[src/rtl/y86_pkg.sv]
// y86_pkg: shared Y86-64 definitions for the fetch stage.
// Contents: icode constants, status codes, the "no register" encoding,
// the fetch FSM state enum and small decode helpers (instruction length,
// register-byte presence).
package y86_pkg;

  localparam logic [3:0] I_HALT   = 4'h0;
  localparam logic [3:0] I_NOP    = 4'h1;
  localparam logic [3:0] I_RRMOVQ = 4'h2;
  localparam logic [3:0] I_IRMOVQ = 4'h3;
  localparam logic [3:0] I_RMMOVQ = 4'h4;
  localparam logic [3:0] I_MRMOVQ = 4'h5;
  localparam logic [3:0] I_OPQ    = 4'h6;
  localparam logic [3:0] I_JXX    = 4'h7;
  localparam logic [3:0] I_CALL   = 4'h8;
  localparam logic [3:0] I_RET    = 4'h9;
  localparam logic [3:0] I_PUSHQ  = 4'hA;
  localparam logic [3:0] I_POPQ   = 4'hB;

  localparam logic [2:0] STAT_AOK = 3'd0;
  localparam logic [2:0] STAT_HLT = 3'd1;
  localparam logic [2:0] STAT_ADR = 3'd2;
  localparam logic [2:0] STAT_INS = 3'd3;

  localparam logic [3:0] REG_NONE = 4'hF;

  typedef enum logic [1:0] {
    ST_LINE0 = 2'd0,
    ST_LINE1 = 2'd1,
    ST_VALID = 2'd2,
    ST_HALT  = 2'd3
  } fetch_state_e;

  // Byte length of an instruction; unknown icodes count as one byte.
  function automatic logic [3:0] instr_len(input logic [3:0] icode);
    case (icode)
      I_RRMOVQ, I_OPQ, I_PUSHQ, I_POPQ: instr_len = 4'd2;
      I_JXX, I_CALL:                    instr_len = 4'd9;
      I_IRMOVQ, I_RMMOVQ, I_MRMOVQ:     instr_len = 4'd10;
      default:                          instr_len = 4'd1;
    endcase
  endfunction

  // True when the instruction carries an rA:rB register byte.
  function automatic logic has_regs(input logic [3:0] icode);
    case (icode)
      I_RRMOVQ, I_IRMOVQ, I_RMMOVQ, I_MRMOVQ,
      I_OPQ, I_PUSHQ, I_POPQ:           has_regs = 1'b1;
      default:                          has_regs = 1'b0;
    endcase
  endfunction

endpackage

[src/rtl/instr_align.sv]
// instr_align: combinational instruction splitter.
// Ports: win (16-byte window, byte 0 in bits [7:0]), off (pc[2:0]) in;
//        icode, ifun, ra, rb, valc, len, need_line1 out.
// Bytes past the end of the window read as zero.
module instr_align
  import y86_pkg::*;
(
  input  logic [127:0] win,
  input  logic [2:0]   off,
  output logic [3:0]   icode,
  output logic [3:0]   ifun,
  output logic [3:0]   ra,
  output logic [3:0]   rb,
  output logic [63:0]  valc,
  output logic [3:0]   len,
  output logic         need_line1
);

  logic [79:0] b_s;

  // Bring the instruction's first byte down to bit 0; only 10 bytes matter.
  assign b_s = 80'(win >> {off, 3'b000});

  // Field split, length and straddle detection.
  always_comb begin
    icode = b_s[7:4];
    ifun  = b_s[3:0];
    len   = instr_len(b_s[7:4]);
    if (has_regs(b_s[7:4])) begin
      ra = b_s[15:12];
      rb = b_s[11:8];
    end else begin
      ra = REG_NONE;
      rb = REG_NONE;
    end
    case (b_s[7:4])
      I_IRMOVQ, I_RMMOVQ, I_MRMOVQ: valc = b_s[79:16];
      I_JXX, I_CALL:                valc = b_s[71:8];
      default:                      valc = 64'h0;
    endcase
    need_line1 = ({2'b00, off} + {1'b0, len}) > 5'd8;
  end

endmodule

[src/rtl/fetch_stage.sv]
// fetch_stage: Y86-64 fetch stage feeding decode_reg.
// Ports: clk, rst (async active-low); F_stall_i; M/W redirect inputs;
//        imem_req_o/imem_addr_o (8-aligned line request) and
//        imem_ack_i/imem_rdata_i/imem_err_i response; f_valid_o plus the
//        registered instruction fields f_icode_o .. f_stat_o.
// Option: FETCH_LINEBUF_EN adds a one-entry line buffer that short-cuts
//         repeated fetches from the most recently received line.
module fetch_stage
  import y86_pkg::*;
#(
  parameter logic [63:0] RESET_PC = 64'h0
) (
  input  logic        clk,
  input  logic        rst,
  input  logic        F_stall_i,
  input  logic [3:0]  M_icode_i,
  input  logic        M_Cnd_i,
  input  logic [63:0] M_valA_i,
  input  logic [3:0]  W_icode_i,
  input  logic [63:0] W_valM_i,
  output logic        imem_req_o,
  output logic [63:0] imem_addr_o,
  input  logic        imem_ack_i,
  input  logic [63:0] imem_rdata_i,
  input  logic        imem_err_i,
  output logic        f_valid_o,
  output logic [3:0]  f_icode_o,
  output logic [3:0]  f_ifun_o,
  output logic [3:0]  f_rA_o,
  output logic [3:0]  f_rB_o,
  output logic [63:0] f_valC_o,
  output logic [63:0] f_valP_o,
  output logic [2:0]  f_stat_o
);

  fetch_state_e state_r, nxt_state_s;
  logic [63:0]  pc_r, nxt_pc_s, line0_r, pend_tgt_r, nxt_pend_tgt_s, pred_r, addr_r;
  logic         pend_r, nxt_pend_s, req_r, load_s, save_line0_s;
  logic         redir_m_s, redir_w_s, redir_s, accept_s, line_st_s, got_s, err_s;
  logic [63:0]  redir_tgt_s, data_s;
  logic [127:0] win_s;
  logic [3:0]   a_icode_s, a_ifun_s, a_ra_s, a_rb_s, a_len_s;
  logic [63:0]  a_valc_s;
  logic         a_need_line1_s;
  logic [3:0]   fld_icode_s, fld_ifun_s, fld_ra_s, fld_rb_s;
  logic [63:0]  fld_valc_s, fld_valp_s, fld_pred_s;
  logic [2:0]   fld_stat_s;

  // M (mispredicted branch) outranks W (ret) when both fire.
  assign redir_m_s   = (M_icode_i == I_JXX) && !M_Cnd_i;
  assign redir_w_s   = (W_icode_i == I_RET);
  assign redir_s     = redir_m_s || redir_w_s;
  assign redir_tgt_s = redir_m_s ? M_valA_i : W_valM_i;
  assign accept_s    = f_valid_o && !F_stall_i;
  assign line_st_s   = (state_r == ST_LINE0) || (state_r == ST_LINE1);
  assign imem_addr_o = addr_r;

`ifdef FETCH_LINEBUF_EN
  logic        buf_v_r, hit_s;
  logic [60:0] buf_tag_r;
  logic [63:0] buf_data_r;

  // A hit is treated exactly like an ack arriving this cycle.
  assign hit_s      = line_st_s && buf_v_r && (buf_tag_r == addr_r[63:3]);
  assign imem_req_o = req_r && !hit_s;
  assign got_s      = hit_s || (imem_req_o && imem_ack_i);
  assign data_s     = hit_s ? buf_data_r : imem_rdata_i;
  assign err_s      = !hit_s && imem_err_i;

  // Line buffer: remember the last error-free line returned by memory.
  always_ff @(posedge clk or negedge rst) begin
    if (!rst) begin
      buf_v_r    <= 1'b0;
      buf_tag_r  <= 61'h0;
      buf_data_r <= 64'h0;
    end else if (imem_req_o && imem_ack_i && !imem_err_i) begin
      buf_v_r    <= 1'b1;
      buf_tag_r  <= addr_r[63:3];
      buf_data_r <= imem_rdata_i;
    end
  end
`else
  assign imem_req_o = req_r;
  assign got_s      = req_r && imem_ack_i;
  assign data_s     = imem_rdata_i;
  assign err_s      = imem_err_i;
`endif

  // Second line only ever follows a first line that was kept in line0_r.
  assign win_s = (state_r == ST_LINE1) ? {data_s, line0_r} : {64'h0, data_s};

  instr_align u_align (
    .win        (win_s),
    .off        (pc_r[2:0]),
    .icode      (a_icode_s),
    .ifun       (a_ifun_s),
    .ra         (a_ra_s),
    .rb         (a_rb_s),
    .valc       (a_valc_s),
    .len        (a_len_s),
    .need_line1 (a_need_line1_s)
  );

  // Fields to present: a bus error turns the fetch into an ADR nop.
  always_comb begin
    fld_icode_s = a_icode_s;
    fld_ifun_s  = a_ifun_s;
    fld_ra_s    = a_ra_s;
    fld_rb_s    = a_rb_s;
    fld_valc_s  = a_valc_s;
    fld_valp_s  = pc_r + {60'h0, a_len_s};
    fld_stat_s  = STAT_AOK;
    if (err_s) begin
      fld_icode_s = I_NOP;
      fld_ifun_s  = 4'h0;
      fld_ra_s    = REG_NONE;
      fld_rb_s    = REG_NONE;
      fld_valc_s  = 64'h0;
      fld_valp_s  = pc_r;
      fld_stat_s  = STAT_ADR;
    end else if (a_icode_s == I_HALT) begin
      fld_stat_s  = STAT_HLT;
    end else if (a_icode_s > I_POPQ) begin
      fld_stat_s  = STAT_INS;
    end else begin
      fld_stat_s  = STAT_AOK;
    end
    if ((fld_icode_s == I_JXX) || (fld_icode_s == I_CALL)) begin
      fld_pred_s = fld_valc_s;
    end else begin
      fld_pred_s = fld_valp_s;
    end
  end

  // Next-state logic for the fetch FSM, pending redirect and PC.
  always_comb begin
    nxt_state_s    = state_r;
    nxt_pc_s       = pc_r;
    nxt_pend_s     = pend_r;
    nxt_pend_tgt_s = pend_tgt_r;
    load_s         = 1'b0;
    save_line0_s   = 1'b0;
    case (state_r)
      ST_LINE0, ST_LINE1: begin
        if (redir_s || pend_r) begin
          // An outstanding request must complete before restarting.
          if (got_s || !imem_req_o) begin
            nxt_state_s = ST_LINE0;
            nxt_pc_s    = redir_s ? redir_tgt_s : pend_tgt_r;
            nxt_pend_s  = 1'b0;
          end else begin
            nxt_pend_s     = 1'b1;
            nxt_pend_tgt_s = redir_s ? redir_tgt_s : pend_tgt_r;
          end
        end else if (got_s) begin
          if (!err_s && (state_r == ST_LINE0) && a_need_line1_s) begin
            save_line0_s = 1'b1;
            nxt_state_s  = ST_LINE1;
          end else begin
            load_s      = 1'b1;
            nxt_state_s = ST_VALID;
          end
        end else begin
          nxt_state_s = state_r;
        end
      end
      ST_VALID: begin
        if (redir_s) begin
          nxt_state_s = ST_LINE0;
          nxt_pc_s    = redir_tgt_s;
        end else if (accept_s) begin
          nxt_state_s = (f_stat_o != STAT_AOK) ? ST_HALT : ST_LINE0;
          nxt_pc_s    = pred_r;
        end else begin
          nxt_state_s = ST_VALID;
        end
      end
      ST_HALT: begin
        if (redir_s) begin
          nxt_state_s = ST_LINE0;
          nxt_pc_s    = redir_tgt_s;
        end else begin
          nxt_state_s = ST_HALT;
        end
      end
      default: begin
        nxt_state_s = ST_LINE0;
        nxt_pc_s    = RESET_PC;
      end
    endcase
  end

  // FSM state, PC, pending redirect and the registered request.
  always_ff @(posedge clk or negedge rst) begin
    if (!rst) begin
      state_r    <= ST_LINE0;
      pc_r       <= RESET_PC;
      pend_r     <= 1'b0;
      pend_tgt_r <= 64'h0;
      req_r      <= 1'b0;
      addr_r     <= {RESET_PC[63:3], 3'b000};
      line0_r    <= 64'h0;
    end else begin
      state_r    <= nxt_state_s;
      pc_r       <= nxt_pc_s;
      pend_r     <= nxt_pend_s;
      pend_tgt_r <= nxt_pend_tgt_s;
      req_r      <= (nxt_state_s == ST_LINE0) || (nxt_state_s == ST_LINE1);
      addr_r     <= {nxt_pc_s[63:3], 3'b000} + ((nxt_state_s == ST_LINE1) ? 64'd8 : 64'd0);
      if (save_line0_s) begin
        line0_r <= data_s;
      end
    end
  end

  // Presented instruction and its predicted successor PC.
  always_ff @(posedge clk or negedge rst) begin
    if (!rst) begin
      f_valid_o <= 1'b0;
      f_icode_o <= I_NOP;
      f_ifun_o  <= 4'h0;
      f_rA_o    <= REG_NONE;
      f_rB_o    <= REG_NONE;
      f_valC_o  <= 64'h0;
      f_valP_o  <= 64'h0;
      f_stat_o  <= STAT_AOK;
      pred_r    <= 64'h0;
    end else begin
      f_valid_o <= (nxt_state_s == ST_VALID);
      if (load_s) begin
        f_icode_o <= fld_icode_s;
        f_ifun_o  <= fld_ifun_s;
        f_rA_o    <= fld_ra_s;
        f_rB_o    <= fld_rb_s;
        f_valC_o  <= fld_valc_s;
        f_valP_o  <= fld_valp_s;
        f_stat_o  <= fld_stat_s;
        pred_r    <= fld_pred_s;
      end
    end
  end

endmodule

[config.mk]
export PLATFORM = sky130hd
export DESIGN_NAME = fetch_stage
export DESIGN_NICKNAME = d
export VERILOG_FILES = /design/src/rtl/y86_pkg.sv /design/src/rtl/instr_align.sv /design/src/rtl/fetch_stage.sv
export SDC_FILE = /design/constraint.sdc
export NUM_CORES = 1
export LEC_CHECK = 0
export CAP_MARGIN = 30
export CELL_PAD_IN_SITES_DETAIL_PLACEMENT = 1
export CELL_PAD_IN_SITES_GLOBAL_PLACEMENT = 1
export CORE_MARGIN = 2
export CORE_UTILIZATION = 46
export CTS_CLUSTER_SIZE = 28
export DETAILED_ROUTE_END_ITERATION = 16
export PLACE_DENSITY_LB_ADDON = 0.1
export SYNTH_ARGS = -nofsm -noshare
export SYNTH_HDL_FRONTEND = slang
export SYNTH_HIERARCHICAL = 1
export SYNTH_SLANG_ARGS = --single-unit
[constraint.sdc]
create_clock -name clk -period 14.14 [get_ports clk]
set_input_delay 2.121 -clock clk [delete_from_list [all_inputs] [get_ports clk]]
set_output_delay 2.121 -clock clk [all_outputs]
set_load 0.01 [all_outputs]
# After elaboration in Yosys (flattened, before gate mapping)
# Memories as Yosys holds them, arrays and structs flattened.
# Index checks and enable logic that the tools add are counted.
[word_totals]
memories = 1
register_bits = 472
elab_cells = 114
mem_bits_ro = 48
input_bits = 206
[memory_table]
columns = ["name", "words", "word_bits", "read_ports", "rd_clocked_by_memory_dff", "write_ports", "line", "rtl"]
rows = [
  ["(name not given)", 16, 3, 1, 0, 0, "y86_pkg.sv:36", "case (icode)"],
]
[classes]
magnitude_cmp = 2
n_shift = 1
mux = 42
n_addsub = 3
reduce_logical = 25
n_eq_ne = 22
bitwise_logic = 1
[ops]
columns = ["cell", "count"]
rows = [
  ["$mux W64", 10],
  ["$pmux W64 S3", 1],
  ["$add A64 B4 Y64", 2],
  ["$mux W128", 1],
  ["$pmux W64 S2", 1],
  ["$shr A128 B6 Y80", 1],
  ["$mux W4", 7],
  ["$eq A4 B3 Y1 const B", 6],
  ["$mux W2", 11],
  ["$eq A4 B4 Y1 const B", 5],
  ["$mux W1", 10],
  ["$eq A4 B2 Y1 const B", 2],
  ["$reduce_or A7 Y1", 1],
  ["$eq A2 B2 Y1 const B", 3],
  ["$ne A2 B2 Y1 const B", 3],
  ["$pmux W2 S3", 1],
  ["$add A3 B4 Y5", 1],
  ["$gt A5 B4 Y1 const B", 1],
  ["$logic_and A1 B1 Y1", 5],
  ["$logic_or A1 B1 Y1", 5],
  ["$eq A2 B1 Y1 const B", 2],
  ["$gt A4 B4 Y1 const B", 1],
  ["$logic_not A1 Y1", 4],
  ["$logic_not A2 Y1", 2],
  ["9 further kinds", 10],
]

# Logic depth before layout (Yosys ltp)
# An unclocked memory read counts as a cell.
[logic_depth]
word_depth = 14
depth_mapped = 36

# Hierarchy
# The synthesis kept the hierarchy.
[modules_own_cells]
columns = ["module", "area_per_inst_um2", "cells_per_inst", "instances", "seq_area_each_um2"]
rows = [
  ["fetch_stage", 25702.2, 2832, 1, 11722.5],
  ["instr_align", 5489.0, 668, 1, 0.0],
]

# Least setup slack after synthesis
# No wires, ideal clock.
[synth_path]
kind = "input port to flip-flop"
from = "input imem_rdata_i[63]"
to = "register addr_r[51] (netlist: imem_addr_o[51])"
setup_slack_ns = 5.702
path_stages = 27
n_path_buf = 4
required_time_ns = 14.004
arrival_time_ns = 8.302
cell_sequence = "mux2_2 -> mux4_2 -> mux2i_1 -> inv_2 -> clkbuf_1 -> o31ai_4 -> inv_1 -> ha_1 -> fa_1 -> o311a_1 -> a21oi_1 -> a221oi_1 -> a211o_1 -> nor4b_1 -> nor2_1 -> nand4_1 -> clkbuf_1 -> clkbuf_1 -> and3_1 -> and2_1 -> ha_1 -> ha_1 -> nand3_1 -> nor4_4 -> buf_2 -> nand4_1 -> xnor2_1"
[synth_between]
elab_chain_len = 13
[synth_rtl]
columns = ["item", "line", "rtl"]
rows = [
  ["start: declaration", "fetch_stage.sv:24", "input logic [63:0] imem_rdata_i,"],
  ["$mux W128", "fetch_stage.sv:90", "assign win_s = (state_r == ST_LINE1) ? {data_s, line0_r} : {64'h0, data_s};"],
  ["$shr A128 B6 Y80", "instr_align.sv:22", "assign b_s = 80'(win >> {off, 3'b000});"],
  ["$mem_v2 Z16 W3", "n/a", ""],
  ["net a_len_s[1]", "fetch_stage.sv:42", "logic [3:0] a_icode_s, a_ifun_s, a_ra_s, a_rb_s, a_len_s;"],
  ["$add A3 B4 Y5", "instr_align.sv:41", "need_line1 = ({2'b00, off} + {1'b0, len}) > 5'd8;"],
  ["$gt A5 B4 Y1", "instr_align.sv:41", ""],
  ["net a_need_line1_s", "fetch_stage.sv:44", "logic a_need_line1_s;"],
  ["$logic_and A1 B1 Y1", "fetch_stage.sv:156", "if (!err_s && (state_r == ST_LINE0) && a_need_line1_s) begin"],
  ["$mux W2", "fetch_stage.sv:156", ""],
  ["$mux W2", "fetch_stage.sv:155", "end else if (got_s) begin"],
  ["$mux W2", "fetch_stage.sv:145", "if (redir_s || pend_r) begin"],
  ["$pmux W2 S3", "fetch_stage.sv:143", "case (state_r)"],
  ["net nxt_state_s[0]", "fetch_stage.sv:36", "fetch_state_e state_r, nxt_state_s;"],
  ["$eq A2 B1 Y1", "fetch_stage.sv:209", "addr_r <= {nxt_pc_s[63:3], 3'b000} + ((nxt_state_s == ST_LINE1) ? 64'd8 : 64'd0);"],
  ["$mux W4", "fetch_stage.sv:209", ""],
  ["$add A64 B4 Y64", "fetch_stage.sv:209", ""],
  ["end signal: assignment", "fetch_stage.sv:201", "addr_r <= {RESET_PC[63:3], 3'b000};"],
  ["end signal: assignment", "fetch_stage.sv:209", ""],
  ["end: declaration", "fetch_stage.sv:37", "logic [63:0] pc_r, nxt_pc_s, line0_r, pend_tgt_r, nxt_pend_tgt_s, pred_r, addr_r;"],
]
# The timed path passes the listed nets, and every way through them passes these cells.
# A chain may end at the register's enable or synchronous reset.

# Worst setup path after layout
[layout_path]
from = "register state_r[0]"
to = "register pred_r[63]"
[layout_between]
elab_chain_len = 11
[layout_rtl]
columns = ["item", "line", "rtl"]
rows = [
  ["start: declaration", "fetch_stage.sv:36", ""],
  ["start signal: assignment", "fetch_stage.sv:204", "state_r <= nxt_state_s;"],
  ["$eq A2 B1 Y1", "fetch_stage.sv:90", ""],
  ["$mux W128", "fetch_stage.sv:90", ""],
  ["net win_s[63]", "fetch_stage.sv:41", "logic [127:0] win_s;"],
  ["$shr A128 B6 Y80", "instr_align.sv:22", ""],
  ["net a_icode_s[3]", "fetch_stage.sv:42", ""],
  ["$mem_v2 Z16 W3", "n/a", ""],
  ["net a_len_s[1]", "fetch_stage.sv:42", ""],
  ["$add A3 B4 Y5", "instr_align.sv:41", ""],
  ["$gt A5 B4 Y1", "instr_align.sv:41", ""],
  ["net a_need_line1_s", "fetch_stage.sv:44", ""],
  ["$logic_and A1 B1 Y1", "fetch_stage.sv:156", ""],
  ["$mux W1", "fetch_stage.sv:156", ""],
  ["$mux W1", "fetch_stage.sv:155", ""],
  ["$mux W1", "fetch_stage.sv:145", ""],
  ["$mux W1", "fetch_stage.sv:143", ""],
  ["end signal: assignment", "fetch_stage.sv:238", "pred_r <= fld_pred_s;"],
  ["end: declaration", "fetch_stage.sv:37", ""],
]
# The timed path passes the listed nets, and every way through them passes these cells.

==> results.yml <==
final_layout:
  num-nets-final: 3954
  fillCellCount: 7551
  final_cell_mix: "nand2_1 (699), dfrtp_1 (456), clkdlybuf4s50_1 (412), o21ai_0 (261), a21oi_1 (190)"
  layout-drive-gt1-share_pct: 13.0
  layout.cells.non_filler: 4654
  post-route-util_pct: 56.0
  area_growth_pct: 20.7
  final_common_cell: "nand2_1"
worst_hold_path:
  hold_end: "pend_tgt_r[16]"
  min_path_cells: 2
  hold_path_class: "flip-flop to flip-flop"
  hp-start: "pend_tgt_r[16]"
worst_setup_path:
  worst-endpoint-required_ns: 14.58
  end_kind: "flip-flop"
  cpLargestDelayFamily: "buffers and inverters"
  max_stage_delay_ns: 0.87
  startpoint_type: "flip-flop"
  rrSetupSlack_ns: 4.91
  rr_startpoint: "state_r[0]"
  arrival_ns: 9.67
  path_buf_inv: 6
  crit_type: "flip-flop to flip-flop"
  worstPathMaxFanout: 251
  path_cells: "nor2b_4 -> buf_4 -> mux2_2 -> mux4_2 -> mux2i_4 -> buf_4 -> inv_2 -> o31ai_4 -> inv_1 -> ha_1 -> fa_1 -> nor3_1 -> a21oi_1 -> o211ai_1 -> a221oi_1 -> a211o_1 -> nor4b_1 -> nor2_1 -> nand4_1 -> buf_4 -> buf_12 -> nand2b_1 -> or2_2 -> o311ai_0"
  r2r-end: "pred_r[63]"
  reg2reg_depth: 24
  crit_slowest_cell: "dfrtp_1"
  crit_top_cell: "buf_4"
yosys:
  async_flop_share_pct: 100
  ys_seq_elements: 468
  yosysWarnings: 6
  avgSynthCellArea_um2: 8.91
  yosys_most_used_dff: "dfrtp_1"
  yosysUniqueCellTypes: 98
  syn_inst: 3500
  syn_area_um2: 31200
  ys_seq_area_share_pct: 37.6
  synth_edf_count: 0
cts:
  clock_sinks: 468
  numCtsBuffers: 54
  postCtsHoldBufs: 0
  cts.clk_slew.worst_paths_ns: 0.07
  root_buffer: "clkbuf_16"
  h-tree-depth: 2
  clk_latency_ns: 0.63
  cts_max_path_buffers: 3
  cts_resized: 0
  postCtsSetupBuffers: 0
  cts_tree: "built"
grt:
  grt_overflow: 0
  grt_usage_pct: 39.1
  grt_max_degree: 252
  antenna_found_initial: 6
  grt_pass1_vias: 31700
  grt_pass1_wl_um: 207000
timing:
  min_period_ns: 9.23
  relSlewSlack_pct: 23.5
  fin_worst_skew_ns: 0.0221
  worst_pin_slew_ns: 1.15
  setup_viol: 0
  hold_viol: 0
  max_freq_mhz: 108
  drv_slew: 0
  rsz0062_at_grt: "no"
  finalSetupTns_ns: 0
  period_share_pct: 65.2
run:
  maxCapViolCount: 0
floorplanning:
  rows: 95
  die_h_um: 264
  io_pins: 419
  die_w_um: 264
  dieArea_um2: 69900
  start_util_pct: 46.4
  core_area_um2: 67200
pwr:
  internal-power_w: 0.00491
  power_density_nw_per_um2: 254
  clockPowerShare_pct: 15.5
  switchingPower_w: 0.00464
  p_leak_nw: 15.4
  comb_power_share_pct: 58.2
  power_frac_seq_pct: 26.3
  p_total_w: 0.00955
  swShare_pct: 48.6
  ir_drop_mv: 0.152
routing:
  drtPass1Iterations: 6
  via_per_inst: 6.61
  drt_iter0_markers: 3100
  vias: 30800
  wire_per_inst_um: 30.0
  routed_wirelength_um: 139000
  drc: 0
  postRouteAntennaNets: 0
placed_design:
  place_inst: 4551
  place_hpwl_um: 97800
  port_buffers: 414
  place_congestion: 0.962
outcome:
  status: "finished clean"
-- flip-flops by register name, summed over array words and instances (netlist names), 61 cells and up --
signal and cells:
pred_r 64, line0_r 64, imem_addr_o 61, pc_r 64, f_valP_o 64, pend_tgt_r 64, f_valC_o 64
-- kinds of logic (layout without fill, tap and decap cells) --
family / Yosys count / count (layout) / synth area share [%]
fa+ha+maj: 11 / 11 / 0.489
other cells: 2 / 9 / 0.0241
mux: 386 / 386 / 16.1
compound gates: 902 / 902 / 18.9
xor+xnor: 120 / 120 / 3.37
simple gates: 1258 / 1258 / 18.5
flops: 468 / 468 / 37.6
buf+inv: 353 / 627 / 5.03
-- worst max-delay path by stage --
stage	startpoint	endpoint	slack [ns]	depth (start not counted)
detailed placement	imem_rdata_i[63]	pred_r[63]	4.69	23
floorplan	imem_rdata_i[63]	imem_addr_o[51]	5.70	27
finish	state_r[0]	pred_r[63]	4.91	24
CTS	state_r[0]	pred_r[63]	5.11	24
global route	state_r[0]	pred_r[63]	4.26	24
global placement	imem_rdata_i[63]	pred_r[63]	4.90	23
-- synthesized netlist by cell type, drive strengths merged (40+ instances only) --
| library cell | instances | area share (%) |
|---|---|---|
| and2 | 74 | 1.5 |
| a31oi | 41 | 0.82 |
| a22oi | 40 | 0.96 |
| buf | 142 | 2.5 |
| nor2 | 165 | 2.0 |
| xnor2 | 79 | 2.2 |
| a221oi | 41 | 1.2 |
| nand3 | 106 | 1.7 |
| a211oi | 62 | 1.5 |
| nand4 | 42 | 0.91 |
| a21oi | 191 | 3.1 |
| clkbuf | 165 | 2.0 |
| mux2 | 176 | 6.4 |
| o22ai | 41 | 0.82 |
| inv | 45 | 0.54 |
| mux4 | 72 | 5.2 |
| o21ai | 273 | 4.4 |
| a2bb2oi | 40 | 1.1 |
| xor2 | 41 | 1.2 |
| nand2 | 702 | 8.5 |
| mux2i | 138 | 4.5 |
| dfrtp | 459 | 37 |
-- power by group through the flow --
stage | clock network (W) | registers [W] | logic [W]
2_1_floorplan | 0 | 0.00233 | 0.00333
3_3_place_gp | 0 | 0.00246 | 0.00523
3_5_place_dp | 0 | 0.00249 | 0.00539
4_1_cts | 0.00149 | 0.00248 | 0.00544
5_1_grt | 0.00154 | 0.00255 | 0.00590
6_report | 0.00148 | 0.00251 | 0.00556
-- layer usage --
layer	GRT usage (%)	share of wire, %
met5	0	0.032
met4	19.4	5.4
met3	6.78	8.2
met2	61.7	46
met1	52.1	41
-- final cells by class --
class / instances / area [um2] / area share, %
Timing Repair Buffer: 485 / 4750 / 12.6
Clock inverter: 18 / 241 / 0.642
Inverter: 46 / 174 / 0.462
Multi-Input combinational cell: 2682 / 18000 / 47.9
Sequential cell: 468 / 11700 / 31.2
Tap cell: 873 / 1090 / 2.90
Antenna cell: 4 / 10.0 / 0.0266
Clock buffer: 78 / 1590 / 4.23
-- worst reg2reg max path, stage by stage (launching register included) --
cell	delay, ns
dfrtp_1	0.87
nor2b_4	0.36
buf_4	0.74
mux2_2	0.54
mux4_2	0.54
mux2i_4	0.16
buf_4	0.48
inv_2	0.41
o31ai_4	0.64
inv_1	0.16
ha_1	0.26
fa_1	0.54
nor3_1	0.06
a21oi_1	0.21
o211ai_1	0.10
a221oi_1	0.31
a211o_1	0.16
nor4b_1	0.32
nor2_1	0.07
nand4_1	0.13
buf_4	0.53
buf_12	0.64
nand2b_1	0.50
or2_2	0.16
o311ai_0	0.13
-- metrics by stage --
step | setup slack, ns | cell area (um2) | hold slack [ns]
final | 4.91 | 37600 | 0.475
after global routing | 4.26 | 37600 | 0.494
after CTS | 5.11 | 37600 | 0.469
after detailed placement | 4.69 | 35700 | 0.455
after global placement | 4.90 | 35700 | 0.450
after floorplan | 5.70 | 31200 | 0.431
Power figures use the tool's default switching activity.
